**src/rtl/piso_pkg.sv**
```systemverilog
// rtl/piso_pkg.sv - shared types and limits for the PISO chain reader
package piso_pkg;

  typedef enum logic [2:0] {
    IDLE,
    LOAD,
    SHIFT_LO,
    SHIFT_HI,
    DONE
  } state_e;

  localparam int DIV_MIN = 4;

endpackage

```
**src/rtl/piso_reader_if.sv**
```systemverilog
// rtl/piso_reader_if.sv - chain strobes, serial input and captured-word handshake
interface piso_reader_if #(
  parameter int WIDTH = 8
);
  logic             start;
  logic             ser_in;
  logic             sr_ld_n;
  logic             sr_clk;
  logic [WIDTH-1:0] data;
  logic             valid;
  logic             busy;

  modport master (
    input  start, ser_in,
    output sr_ld_n, sr_clk, data, valid, busy
  );

  modport slave (
    output start, ser_in,
    input  sr_ld_n, sr_clk, data, valid, busy
  );
endinterface

```
**src/rtl/piso_reader_tick_gen.sv**
```systemverilog
// rtl/piso_reader_tick_gen.sv - modulo-DIV phase counter with a one-cycle last enable
module tick_gen #(
  parameter int DIV = 4
) (
  input  logic clk,
  input  logic rst_n,
  input  logic restart,
  output logic last
);
  localparam int CW = (DIV > 1) ? $clog2(DIV) : 1;

  logic [CW-1:0] cnt_q, cnt_d;

  assign last = (cnt_q == CW'(DIV - 1));

  always_comb begin
    cnt_d = cnt_q + CW'(1);
    if (restart || last) begin
      cnt_d = '0;
    end
  end

  always_ff @(posedge clk or negedge rst_n) begin
    if (!rst_n) begin
      cnt_q <= '0;
    end else begin
      cnt_q <= cnt_d;
    end
  end
endmodule

```
**src/rtl/piso_reader.sv**
```systemverilog
// rtl/piso_reader.sv - scans an external 74HC165-style chain and presents the word MSB-first
module piso_reader
  import piso_pkg::*;
#(
  parameter int WIDTH = 8,
  parameter int DIV   = 4,
  parameter bit AUTO  = 1'b0
) (
  input  logic          clk,
  input  logic          rst_n,
  piso_reader_if.master bus
);
  localparam int CW = $clog2(WIDTH + 1);

  if (DIV < DIV_MIN) begin : g_div_check
    $error("piso_reader: DIV must be at least DIV_MIN");
  end

  state_e           state_q, state_d;
  logic [CW-1:0]    bit_cnt_q, bit_cnt_d;
  logic [WIDTH-1:0] sreg_q, sreg_d;
  logic [WIDTH-1:0] data_q, data_d;
  logic             sync1_q, sync2_q;
  logic             sr_ld_n_q, sr_ld_n_d;
  logic             sr_clk_q, sr_clk_d;
  logic             valid_q, valid_d;
  logic             busy_q, busy_d;
  logic             last;

  tick_gen #(.DIV(DIV)) u_tick (
    .clk     (clk),
    .rst_n   (rst_n),
    .restart (state_d != state_q),
    .last    (last)
  );

  always_comb begin
    state_d   = state_q;
    bit_cnt_d = bit_cnt_q;
    sreg_d    = sreg_q;
    data_d    = data_q;
    case (state_q)
      IDLE: begin
        if (AUTO || bus.start) state_d = LOAD;
      end
      LOAD: begin
        bit_cnt_d = '0;
        if (last) state_d = SHIFT_LO;
      end
      SHIFT_LO: begin
        // Sample at the end of the low phase, when QH has long settled
        if (last) begin
          sreg_d  = {sreg_q[WIDTH-2:0], sync2_q};
          state_d = SHIFT_HI;
        end
      end
      SHIFT_HI: begin
        if (last) begin
          bit_cnt_d = bit_cnt_q + CW'(1);
          state_d   = (bit_cnt_d < CW'(WIDTH)) ? SHIFT_LO : DONE;
        end
      end
      DONE: begin
        state_d = AUTO ? LOAD : IDLE;
      end
      default: state_d = IDLE;
    endcase

    // Strobes are registered from the next state so they align with state_q
    sr_ld_n_d = (state_d != LOAD);
    sr_clk_d  = (state_d == SHIFT_HI);
    valid_d   = (state_d == DONE);
    busy_d    = (state_d == LOAD) || (state_d == SHIFT_LO) || (state_d == SHIFT_HI);
    if (state_d == DONE) data_d = sreg_q;
  end

  always_ff @(posedge clk or negedge rst_n) begin
    if (!rst_n) begin
      state_q   <= IDLE;
      bit_cnt_q <= '0;
      sreg_q    <= '0;
      data_q    <= '0;
      sync1_q   <= 1'b0;
      sync2_q   <= 1'b0;
      sr_ld_n_q <= 1'b1;
      sr_clk_q  <= 1'b0;
      valid_q   <= 1'b0;
      busy_q    <= 1'b0;
    end else begin
      state_q   <= state_d;
      bit_cnt_q <= bit_cnt_d;
      sreg_q    <= sreg_d;
      data_q    <= data_d;
      sync1_q   <= bus.ser_in;
      sync2_q   <= sync1_q;
      sr_ld_n_q <= sr_ld_n_d;
      sr_clk_q  <= sr_clk_d;
      valid_q   <= valid_d;
      busy_q    <= busy_d;
    end
  end

  assign bus.sr_ld_n = sr_ld_n_q;
  assign bus.sr_clk  = sr_clk_q;
  assign bus.data    = data_q;
  assign bus.valid   = valid_q;
  assign bus.busy    = busy_q;
endmodule

```
**src/flat_wrapper.sv**
```systemverilog
// flat-port wrapper written by rule: the top's interface ports become plain ports
module piso_reader_flat import piso_pkg::*;
#(
  parameter int WIDTH = 8,
  parameter int DIV   = 4,
  parameter bit AUTO  = 1'b0
)
  (clk, rst_n, bus_start, bus_ser_in, bus_sr_ld_n, bus_sr_clk, bus_data, bus_valid, bus_busy);
  piso_reader_if #(.WIDTH(WIDTH)) bus_i ();
  input  logic clk;
  input  logic rst_n;
  input wire logic [$bits(bus_i.start)-1:0] bus_start;
  input wire logic [$bits(bus_i.ser_in)-1:0] bus_ser_in;
  output wire logic [$bits(bus_i.sr_ld_n)-1:0] bus_sr_ld_n;
  output wire logic [$bits(bus_i.sr_clk)-1:0] bus_sr_clk;
  output wire logic [$bits(bus_i.data)-1:0] bus_data;
  output wire logic [$bits(bus_i.valid)-1:0] bus_valid;
  output wire logic [$bits(bus_i.busy)-1:0] bus_busy;
  assign bus_i.start = bus_start;
  assign bus_i.ser_in = bus_ser_in;
  assign bus_sr_ld_n = bus_i.sr_ld_n;
  assign bus_sr_clk = bus_i.sr_clk;
  assign bus_data = bus_i.data;
  assign bus_valid = bus_i.valid;
  assign bus_busy = bus_i.busy;
  piso_reader #(.WIDTH(WIDTH), .DIV(DIV), .AUTO(AUTO)) u_core (.clk(clk), .rst_n(rst_n), .bus(bus_i));
endmodule
```
**config.mk**
```make
export PLATFORM = sky130hd
export DESIGN_NAME = piso_reader_flat
export DESIGN_NICKNAME = d
export VERILOG_FILES = /design/src/rtl/piso_pkg.sv /design/src/rtl/piso_reader_if.sv /design/src/rtl/piso_reader_tick_gen.sv /design/src/rtl/piso_reader.sv /design/src/flat_wrapper.sv
export SDC_FILE = /design/constraint.sdc
export NUM_CORES = 1
export LEC_CHECK = 0
export CORE_MARGIN = 2
export CORE_UTILIZATION = 53
export CTS_CLUSTER_DIAMETER = 40
export DETAILED_ROUTE_END_ITERATION = 10
export DONT_BUFFER_PORTS = 1
export GPL_TIMING_DRIVEN = 0
export PLACE_DENSITY = 0.76
export SLEW_MARGIN = 20
export SYNTH_ARGS = -nofsm -noshare
export SYNTH_HDL_FRONTEND = slang
export SYNTH_HIERARCHICAL = 1
export SYNTH_SLANG_ARGS = --single-unit
export TNS_END_PERCENT = 30
```
**constraint.sdc**
```tcl
create_clock -name clk -period 2.1 [get_ports clk]
set_input_delay 0.525 -clock clk [delete_from_list [all_inputs] [get_ports clk]]
set_output_delay 0.525 -clock clk [all_outputs]
set_load 0.01 [all_outputs]
```
# Yosys cells after proc, flatten, opt, wreduce, memory -nomap -nowiden
# Cells that the tools add are included.
[totals]
reg_bits = 31
inputBits = 4
output_inout_bits = 12
wordCells = 41
[op_classes]
add_sub_neg = 2
n_lt_le_gt_ge = 1
n_eq_ne = 11
mux = 9
n_reduce_logical = 7
[ops]
columns = ["cell", "count"]
rows = [
  ["3-bit two-way mux", 5],
  ["3-bit by 2-bit equality test with 1-bit output (second input constant)", 4],
  ["3-bit case mux with 4 select lines", 1],
  ["4-bit case mux with 2 select lines", 1],
  ["3-bit by 1-bit equality test with 1-bit output (second input constant)", 2],
  ["4-bit by 1-bit adder with 4-bit output (second input constant)", 1],
  ["4-bit less-than comparator (second input constant)", 1],
  ["4-bit two-way mux", 1],
  ["2-bit AND reduction", 2],
  ["3-bit equality test (second input constant)", 1],
  ["3-bit zero test", 1],
  ["1-bit logical OR", 3],
  ["3-bit by 1-bit != test with 1-bit output (second input constant)", 1],
  ["3-bit != test", 1],
  ["2-bit by 1-bit adder with 2-bit output (second input constant)", 1],
  ["2-bit equality test (second input constant)", 1],
  ["2-bit two-way mux", 1],
  ["2-bit != test (second input constant)", 1],
  ["2-bit nonzero test", 1],
]

# Longest topological paths before layout
# Gate-level depths: netlist of the first run.
[logic_depth]
ltp_word = 8
depth_mapped = 6
ltp_nobuf = 5

# Hierarchy
# Netlist of the first run, hierarchy kept.
[by_module_without_submodules]
columns = ["module", "n_inst", "cells_each", "area_each_um2", "seq_area_each_um2"]
rows = [
  ["piso_reader", 1, 93, 1267.5, 726.9],
  ["tick_gen", 1, 5, 85.1, 50.0],
]

# Worst setup path after synthesis of the first run
# OpenSTA, ideal clock, no wires.
[synth_path]
path_type = "flip-flop to flip-flop"
start = "register u_core.u_tick.cnt_q[0]"
end = "register u_core.data_q[0] (netlist: u_core/bus.data[0])"
setup_ns = 0.125
t_arrival_ns = 1.457
t_required_ns = 1.975
slack_ns = 0.518
stages_incl_launch_ff = 7
n_path_buf = 1
synth_period_minus_slack_ns = 1.582
cell_sequence = "dfrtp_1 > ha_1 > buf_6 > nand3_2 > mux2i_4 > nand2_4 > mux2_4"
[synth_between]
elab_chain_cells = 4
word_cells_on_any_way = 6
classes_between = "eq/ne: 2; mux: 4"
[synth_lines]
columns = ["element", "line", "source"]
rows = [
  ["start: declaration", "piso_reader_tick_gen.sv:12", "logic [CW-1:0] cnt_q, cnt_d;"],
  ["start signal: assignment", "piso_reader_tick_gen.sv:27", "cnt_q <= cnt_d;"],
  ["2-bit equality test (*)", "piso_reader_tick_gen.sv:14", "assign last = (cnt_q == CW'(DIV - 1));"],
  ["via u_core.last", "piso_reader.sv:28", "logic last;"],
  ["3-bit two-way mux, on equally long branches", "piso_reader.sv:58, piso_reader.sv:48, piso_reader.sv:52", ""],
  ["3-bit case mux with 4 select lines (*)", "piso_reader.sv:42", "case (state_q)"],
  ["3-bit equality test (*)", "piso_reader.sv:74", "if (state_d == DONE) data_d = sreg_q;"],
  ["end signal: assignment", "piso_reader.sv:93", "data_q <= data_d;"],
  ["end: declaration", "piso_reader.sv:22", "logic [WIDTH-1:0] data_q, data_d;"],
]
# The timed path passes the listed nets; every way through them passes the cells marked *.
# A chain may end at the register's enable or synchronous reset.

# Final worst setup path of the first run
[layout_path]
start = "register u_core.u_tick.cnt_q[0]"
end = "register u_core.data_q[7] (netlist: u_core/bus.data[7])"
# The elaborated chain is that of the path after synthesis.

==> results.yml, run 1 <==
floorplan:
  coreArea_um2: 2450
  die_w_um: 54.5
  rows: 18
  pin_count: 16
  dieArea_um2: 2970
  initial_core_util_pct: 55.1
  fp.dieH_um: 54.5
power:
  pwr-share-comb_pct: 30.2
  switching_share_pct: 31.5
  power_leakage_nw: 0.753
  sequentialPowerShare_pct: 43.0
  power.internal_w: 0.00150
  finalPower_w: 0.00219
  ir_drop_mv: 1.10
  clkPwrFrac_pct: 26.8
  p_sw_w: 0.000689
  power_density_nw_per_um2: 1430
clock_network:
  cts.repair.resized: 0
  cts_setup_buffers: 0
  root_buffer: "clkbuf_4"
  clkTransAtPathRegs_ns: 0.10
  clock_latency_ns: 0.34
  tritoncts: "yes"
  cts_buffer_depth: 2
  htreeDepth: 2
  cts.sinks: 31
  cts_buffers: 5
worst_setup_path:
  worstPathArrival_ns: 2.00
  regToRegSetupSlack_ns: 0.33
  cp.required_ns: 2.34
  cp_slowest_stage_delay_ns: 0.39
  path_cells: "ha_1 > buf_6 > nand3_2 > mux2i_4 > nand2_4 > mux2_4"
  path_class: "reg2reg"
  crit_buf_inv: 1
  start_kind: "flip-flop"
  slowest_stage: "dfrtp_1"
  path_max_fanout: 10
  path_delay_family: "multiplexers"
  endpoint_kind: "flip-flop"
cells_and_area:
  multi_input_area_um2: 526
  drive_above_1_share_pct: 35.2
  antenna_cells: 0
  utilization_pct: 62.1
  seq_area_um2: 777
  layout_common_cells: "dfrtp_1, mux2_2, mux2_4"
  fill_cells: 179
  nets: 113
  final_common_cell: "dfrtp_1"
  area_growth_pct: 12.8
hold_path:
  hold_path.class: "in2reg"
yosys:
  synth_cell_type_count: 35
  avgSynthCellArea_um2: 13.8
  ys_seq_elements: 31
  synth-seq-area-share_pct: 57.4
  syn-cell-area_um2: 1350
  synth_cells: 98
  syn_nets: 104
  synth_warnings: 6
timing:
  finalClockSkew_ns: 0.00755
  relSlewSlack_pct: 72.1
  fin_ws_ns: 0.333
  finalWorstPathRequiredPeriod_ns: 1.77
  tightest_slew_ns: 0.418
  slew_violations: 0
  finalSetupViolations: 0
  finalHoldViolCount: 0
  fin_setup_tns_ns: 0
  rsz0062_at_grt: "false"
  min_period_over_period_pct: 84.1
  holdWs_ns: 0.204
  max_freq_mhz: 566
routing:
  first_iter_violations: 8
  drt_wl_total_um: 2070
  dr_total_vias: 757
  wl_per_cell_um: 15.0
  postRouteAntennaNets: 0
  avgViaCountPerCell: 5.49
  drc: 0
  firstDrtPassIters: 4
place:
  post-place-ws_ns: 0.358
  hpwl_um: 1370
  port_buffers: 0
  gp_congestion: 0.819
global_route:
  grt-ovfl-total: 0
  grt_pass1_vias: 766
  track_usage_pct: 18.9
  grt_max_degree: 32
  grt_pass1_wl_um: 3600
  antenna_found_initial: 0
job:
  cap_violations: 0
status:
  status: "complete, no violations"
-- registers in the layout (all words and copies together) (netlist names) --
name,flops
u_core/bit_cnt_q,4
u_core/bus.busy,1
u_core/bus.data,8
u_core/bus.sr_clk,1
u_core/bus.sr_ld_n,1
u_core/bus.valid,1
u_core/sreg_q,8
u_core/state_q,3
u_core/sync1_q,1
u_core/sync2_q,1
u_core/u_tick/cnt_q,2
-- cells in the mapped netlist (all sizes together) --
master	n	area [um2]
dfrtp	30	751
mux2	17	221
inv	6	22.5
nand2	6	30.0
a21oi	4	20.0
buf	3	23.8
nand3	3	20.0
nand3b	3	22.5
nor2	3	11.3
a22o	2	17.5
ha	2	25.0
mux2i	2	32.5
nor2b	2	15.0
a211oi	1	12.5
and2	1	6.26
and3	1	11.3
clkbuf	1	3.75
dfstp	1	26.3
nand2b	1	6.26
nor3	1	10.0
nor3b	1	12.5
o21a	1	7.51
o21ai	1	5.00
o21bai	1	7.51
o22ai	1	6.26
o32ai	1	8.76
or3	1	6.26
or4b	1	10.0
-- through the flow --
step	instance area (um2)	instances
final	1530	138
after global routing	1530	138
after CTS	1530	138
after detailed placement	1390	128
after global placement	1390	128
after floorplan	1350	98
-- power by group through the flow --
stage                     registers, W  logic, W  clock network [W]
after CTS                     0.000942  0.000669           0.000601
after detailed placement      0.000952  0.000644                  0
after floorplan               0.000916  0.000554                  0
final                         0.000939  0.000661           0.000586
after global placement        0.000943  0.000614                  0
after global routing          0.000967  0.000745           0.000619
-- logic make-up (layout without fill, tap and decap cells) --
| kind of cell | count (synthesis) | after routing | synth area share, % |
|---|---|---|---|
| adder cells (fa/ha/maj) | 2 | 2 | 1.85 |
| AO/OA/AOI/OAI | 12 | 12 | 6.29 |
| buffers and inverters | 10 | 20 | 3.70 |
| multiplexers | 19 | 19 | 18.8 |
| AND/OR/NAND/NOR | 24 | 24 | 11.9 |
| flip-flops | 31 | 31 | 57.4 |
-- final timing paths --
check / startpoint / end / cells after the start
worst min register to register: u_core/sync1_q / u_core/sync2_q / 0
max in group asynchronous: rst_n / u_core/bus.sr_ld_n / 2
worst min-delay path: bus_ser_in / u_core/sync1_q / 0
worst max-delay path: u_core/u_tick/cnt_q[0] / u_core/bus.data[7] / 6
worst max register to register: u_core/u_tick/cnt_q[0] / u_core/bus.data[7] / 6
min in group asynchronous: rst_n / u_core/u_tick/cnt_q[1] / 2
-- per-layer routing --
layer / share of wire (%) / vias up / routed length (um) / GRT usage, %
li1: - / 357 / - / -
met1: 44 / 374 / 915 / 24.3
met2: 47 / 18 / 975 / 24.9
met3: 5.0 / 8 / 104 / 7.10
met4: 3.4 / 0 / 70 / 15.8
met5: 0 / - / 0 / 0
-- area by class of cell --
| type | count | area share (%) |
|---|---|---|
| Sequential cell | 31 | 50.9 |
| Tap cell | 30 | 2.46 |
| Buffer | 4 | 1.80 |
| Inverter | 6 | 1.48 |
| Clock inverter | 3 | 4.43 |
| Timing Repair Buffer | 2 | 1.97 |
| Multi-Input combinational cell | 57 | 34.5 |
| Clock buffer | 5 | 2.46 |
-- worst register-to-register path: cells and delay by family (launching register included) --
family / cells / cell delay, ns
flip-flops: 1 / 0.39
adder cells (fa/ha/maj): 1 / 0.31
multiplexers: 2 / 0.54
buffers and inverters: 1 / 0.18
AND/OR/NAND/NOR: 2 / 0.25
-- repair_timing --
item	4_1_cts	5_1_grt
endpoints found under the setup margin	0	0
hold endpoints to repair	31	0
hold buffers	2	0
Note: power is estimated with default switching activity, not from simulation.
==> run 2: changes to the inputs <==
==> constraint.sdc (replaced) <==
create_clock -name clk -period 1.68 [get_ports clk]
set_input_delay 0.42 -clock clk [delete_from_list [all_inputs] [get_ports clk]]
set_output_delay 0.42 -clock clk [all_outputs]
set_load 0.01 [all_outputs]
==> results.yml, run 2 (synthesis results as in run 1) <==
global_route:
  grt-ovfl-total: 0
  grt_max_degree: 32
  antenna_found_initial: 0
  grt_pass1_wl_um: 3620
  grt_pass1_vias: 768
  track_usage_pct: 18.9
routing:
  wl_per_cell_um: 15.3
  firstDrtPassIters: 4
  dr_total_vias: 754
  drc: 0
  drt_wl_total_um: 2110
  avgViaCountPerCell: 5.46
  postRouteAntennaNets: 0
  first_iter_violations: 5
floorplan:
  dieArea_um2: 2970
  fp.dieH_um: 54.5
  rows: 18
  pin_count: 16
  coreArea_um2: 2450
  die_w_um: 54.5
  initial_core_util_pct: 55.1
timing:
  slew_violations: 0
  fin_setup_tns_ns: 0
  min_period_over_period_pct: 96.6
  relSlewSlack_pct: 71.6
  holdWs_ns: 0.0998
  rsz0062_at_grt: "true"
  finalWorstPathRequiredPeriod_ns: 1.62
  finalSetupViolations: 0
  finalHoldViolCount: 0
  max_freq_mhz: 616
  finalClockSkew_ns: 0.00775
  tightest_slew_ns: 0.426
worst_setup_path:
  path_max_fanout: 10
  slowest_stage: "dfrtp_1"
  path_class: "reg2reg"
  worstPathArrival_ns: 1.86
  start_kind: "flip-flop"
  endpoint_kind: "flip-flop"
  path_cells: "ha_4 > buf_6 > nand3_4 > mux2i_4 > nand2_4 > mux2_4"
  cp_slowest_stage_delay_ns: 0.42
  cp.required_ns: 1.92
cells_and_area:
  antenna_cells: 0
  area_growth_pct: 14.4
  layout_common_cells: "dfrtp_1, mux2_2, mux2_4"
  utilization_pct: 63.0
  drive_above_1_share_pct: 36.1
  nets: 113
  final_common_cell: "dfrtp_1"
  final_area_um2: 1550
clock_network:
  cts.sinks: 31
  clkTransAtPathRegs_ns: 0.10
  clock_latency_ns: 0.34
  cts_buffer_depth: 2
  cts_buffers: 5
  root_buffer: "clkbuf_4"
  tritoncts: "yes"
  htreeDepth: 2
job:
  cap_violations: 0
place:
  gp_congestion: 0.819
  place_area_um2: 1390
  port_buffers: 0
  hpwl_um: 1370
status:
  status: "complete, no violations"
power:
  ir_drop_mv: 1.41
  power_density_nw_per_um2: 1790
  power_leakage_nw: 0.752
hold_path:
  hold_path.class: "in2reg"
run 2: final cells by class:
class	count	area [um2]
fill	180	907
sequential	31	777
clock inverter	3	67.6
multi-input combinational	57	546
buffer	4	30.0
timing repair buffer	2	30.0
clock buffer	5	37.5
inverter	6	22.5
tap	30	37.5
run 2: worst max-delay path, delay by kind of cell, from the launching register on:
family | cells | cell delay [ns]
multiplexers | 2 | 0.52
flip-flops | 1 | 0.42
AND/OR/NAND/NOR | 2 | 0.23
adder cells (fa/ha/maj) | 1 | 0.19
buffers and inverters | 1 | 0.14
run 2: per-layer routing:
| layer | vias up | part of all wire, % | global-route usage (%) |
|---|---|---|---|
| met5 | - | 0 | 0 |
| met4 | 0 | 3.3 | 15.8 |
| met3 | 8 | 4.8 | 7.10 |
| met2 | 16 | 48 | 24.9 |
| met1 | 372 | 44 | 24.4 |
| li1 | 358 | - | - |
run 2: where the power goes:
group,internal [W],total [W],leakage [nW],switching [W]
Sequential,0.000983,0.00119,0.397,0.000207
Combinational,0.000446,0.000854,0.304,0.000409
Clock,0.000462,0.000732,0.0514,0.000270
Total,0.00189,0.00278,0.752,0.000885
run 2: metrics by stage:
step                total power, W  std cells  setup slack [ns]
floorplan                  0.00184         98            0.0980
global placement           0.00195        128           -0.0268
detailed placement         0.00200        128           -0.0622
CTS                        0.00279        138            0.0103
global route               0.00296        138          -0.00851
finish                     0.00278        138            0.0579
run 2: final timing paths:
path	startpoint	to	slack, ns	cells after the start
max in group asynchronous	rst_n	u_core/bus.sr_ld_n	0.95	2
setup reg to reg	u_core/u_tick/cnt_q[0]	u_core/bus.data[7]	0.06	6
setup / recovery	u_core/u_tick/cnt_q[0]	u_core/bus.data[7]	0.06	6
hold / removal	bus_ser_in	u_core/sync1_q	0.1	0
min in group asynchronous	rst_n	u_core/sreg_q[3]	0.50	2
hold reg to reg	u_core/sync1_q	u_core/sync2_q	0.36	0
run 2: repair_timing:
item | 4_1_cts | 5_1_grt
pin swaps | 1 | 2
gates resized for setup | 2 | 2
hold buffers | 2 | 0
hold endpoints to repair | 31 | 0
endpoints found under the setup margin | 16 | 16
setup buffers | 0 | 0
==> run 3: changes to the inputs <==
--- a/config.mk
+++ b/config.mk
@@ -12,6 +12,7 @@
 export DONT_BUFFER_PORTS = 1
 export GPL_TIMING_DRIVEN = 0
 export PLACE_DENSITY = 0.76
+export RECOVER_POWER = 50
 export SLEW_MARGIN = 20
 export SYNTH_ARGS = -nofsm -noshare
 export SYNTH_HDL_FRONTEND = slang
==> results.yml, run 3 (synthesis results as in run 1) <==
clock_network:
  cts.sinks: 31
  root_buffer: "clkbuf_4"
  cts_buffers: 5
  cts_buffer_depth: 2
  htreeDepth: 2
  tritoncts: "yes"
  clkTransAtPathRegs_ns: 0.10
  clock_latency_ns: 0.34
  cts_setup_buffers: 0
routing:
  dr_total_vias: 761
  drc: 0
  drt_wl_total_um: 2110
  avgViaCountPerCell: 5.51
  postRouteAntennaNets: 0
  first_iter_violations: 5
  firstDrtPassIters: 4
  wl_per_cell_um: 15.3
floorplan:
  fp.dieH_um: 54.5
  coreArea_um2: 2450
  rows: 18
  pin_count: 16
  initial_core_util_pct: 55.1
  die_w_um: 54.5
  dieArea_um2: 2970
global_route:
  antenna_found_initial: 0
  grt_max_degree: 32
  grt_pass1_wl_um: 3620
  grt-ovfl-total: 0
  grt_pass1_vias: 768
  track_usage_pct: 18.9
cells_and_area:
  antenna_cells: 0
  final_common_cell: "dfrtp_1"
  final_area_um2: 1530
  fill_cells: 182
  layout_common_cells: "dfrtp_1, mux2_2, mux2_4"
  area_growth_pct: 13.3
  multi_input_area_um2: 546
  utilization_pct: 62.4
  seq_area_um2: 777
  drive_above_1_share_pct: 36.1
  nets: 113
timing:
  min_period_over_period_pct: 97.0
  finalHoldViolCount: 0
  slew_violations: 0
  rsz0062_at_grt: "true"
  finalClockSkew_ns: 0.00735
  max_freq_mhz: 613
  relSlewSlack_pct: 50.4
  tightest_slew_ns: 0.745
  finalSetupViolations: 0
  finalWorstPathRequiredPeriod_ns: 1.63
worst_setup_path:
  path_class: "reg2reg"
  start_kind: "flip-flop"
  endpoint_kind: "flip-flop"
  path_max_fanout: 10
  path_cells: "ha_4 > buf_6 > nand3_4 > mux2i_4 > nand2_4 > mux2_4"
  path_delay_family: "multiplexers"
  crit_buf_inv: 1
  cp_slowest_stage_delay_ns: 0.42
  cp.required_ns: 1.92
  slowest_stage: "dfrtp_1"
  worstPathArrival_ns: 1.87
place:
  hpwl_um: 1370
  port_buffers: 0
  place_area_um2: 1390
  gp_congestion: 0.819
power:
  ir_drop_mv: 1.40
  power_density_nw_per_um2: 1810
  power_leakage_nw: 0.747
hold_path:
  hold_path.class: "in2reg"
status:
  status: "complete, no violations"
job:
  cap_violations: 0
==> run 3: cell count changes in the layout (fill, tap and decap cells not counted), sizes merged <==
cell,before,now
buf,3,2
clkbuf,7,8
==> run 3: power breakdown <==
part           internal (W)  total, W  leakage (nW)  switching (W)
combinational      0.000441  0.000850         0.299       0.000409
clock              0.000462  0.000732        0.0514       0.000269
sequential         0.000983   0.00119         0.397       0.000208
==> run 3: through the flow <==
step                instances  hold slack [ns]  total power, W  worst slack (ns)  setup TNS (ns)
floorplan                  98            0.124         0.00184            0.0980               0
global placement          128            0.125         0.00195           -0.0268          -0.205
detailed placement        128            0.125         0.00200           -0.0622          -0.409
CTS                       138           0.0884         0.00279            0.0103               0
global route              138           0.0823         0.00296          -0.00851         -0.0188
finish                    138           0.0992         0.00277            0.0498               0
==> run 3: repair_timing <==
action,CTS,global route
pin swaps,1,2
hold buffers,2,0
setup endpoints to repair,16,16
cloned,0,0
endpoints found under the hold margin,31,0
resized for setup,2,2
==> run 3: final timing paths <==
check | start | to | slack [ns] | cells after the start
max | u_core/u_tick/cnt_q[0] | u_core/bus.data[7] | 0.05 | 6
min | bus_ser_in | u_core/sync1_q | 0.1 | 0
max reg2reg | u_core/u_tick/cnt_q[0] | u_core/bus.data[7] | 0.05 | 6
min reg2reg | u_core/sync1_q | u_core/sync2_q | 0.36 | 0
max in group asynchronous | rst_n | u_core/bus.data[6] | 0.54 | 2
min in group asynchronous | rst_n | u_core/sreg_q[3] | 0.67 | 2
==> run 3: layer usage <==
layer | vias up | track usage [%] | share of wire [%]
met5 | - | 0 | 0
met4 | 0 | 15.8 | 3.3
met3 | 8 | 7.10 | 5.3
met2 | 20 | 24.9 | 48
met1 | 375 | 24.4 | 44
li1 | 358 | - | -
==> run 3: worst register-to-register path, delay by kind of cell (launching register included) <==
| family | cells | cell delay [ns] |
|---|---|---|
| buf+inv | 1 | 0.15 |
| flops | 1 | 0.42 |
| fa+ha+maj | 1 | 0.20 |
| simple gates | 2 | 0.24 |
| mux | 2 | 0.53 |
==> run 3: area by class of cell <==
class | count | area share [%]
Buffer | 4 | 1.96
Sequential cell | 31 | 50.7
Multi-Input combinational cell | 57 | 35.6
Timing Repair Buffer | 2 | 0.980
Clock inverter | 3 | 4.41
Inverter | 6 | 1.47
Clock buffer | 5 | 2.45
Tap cell | 30 | 2.45
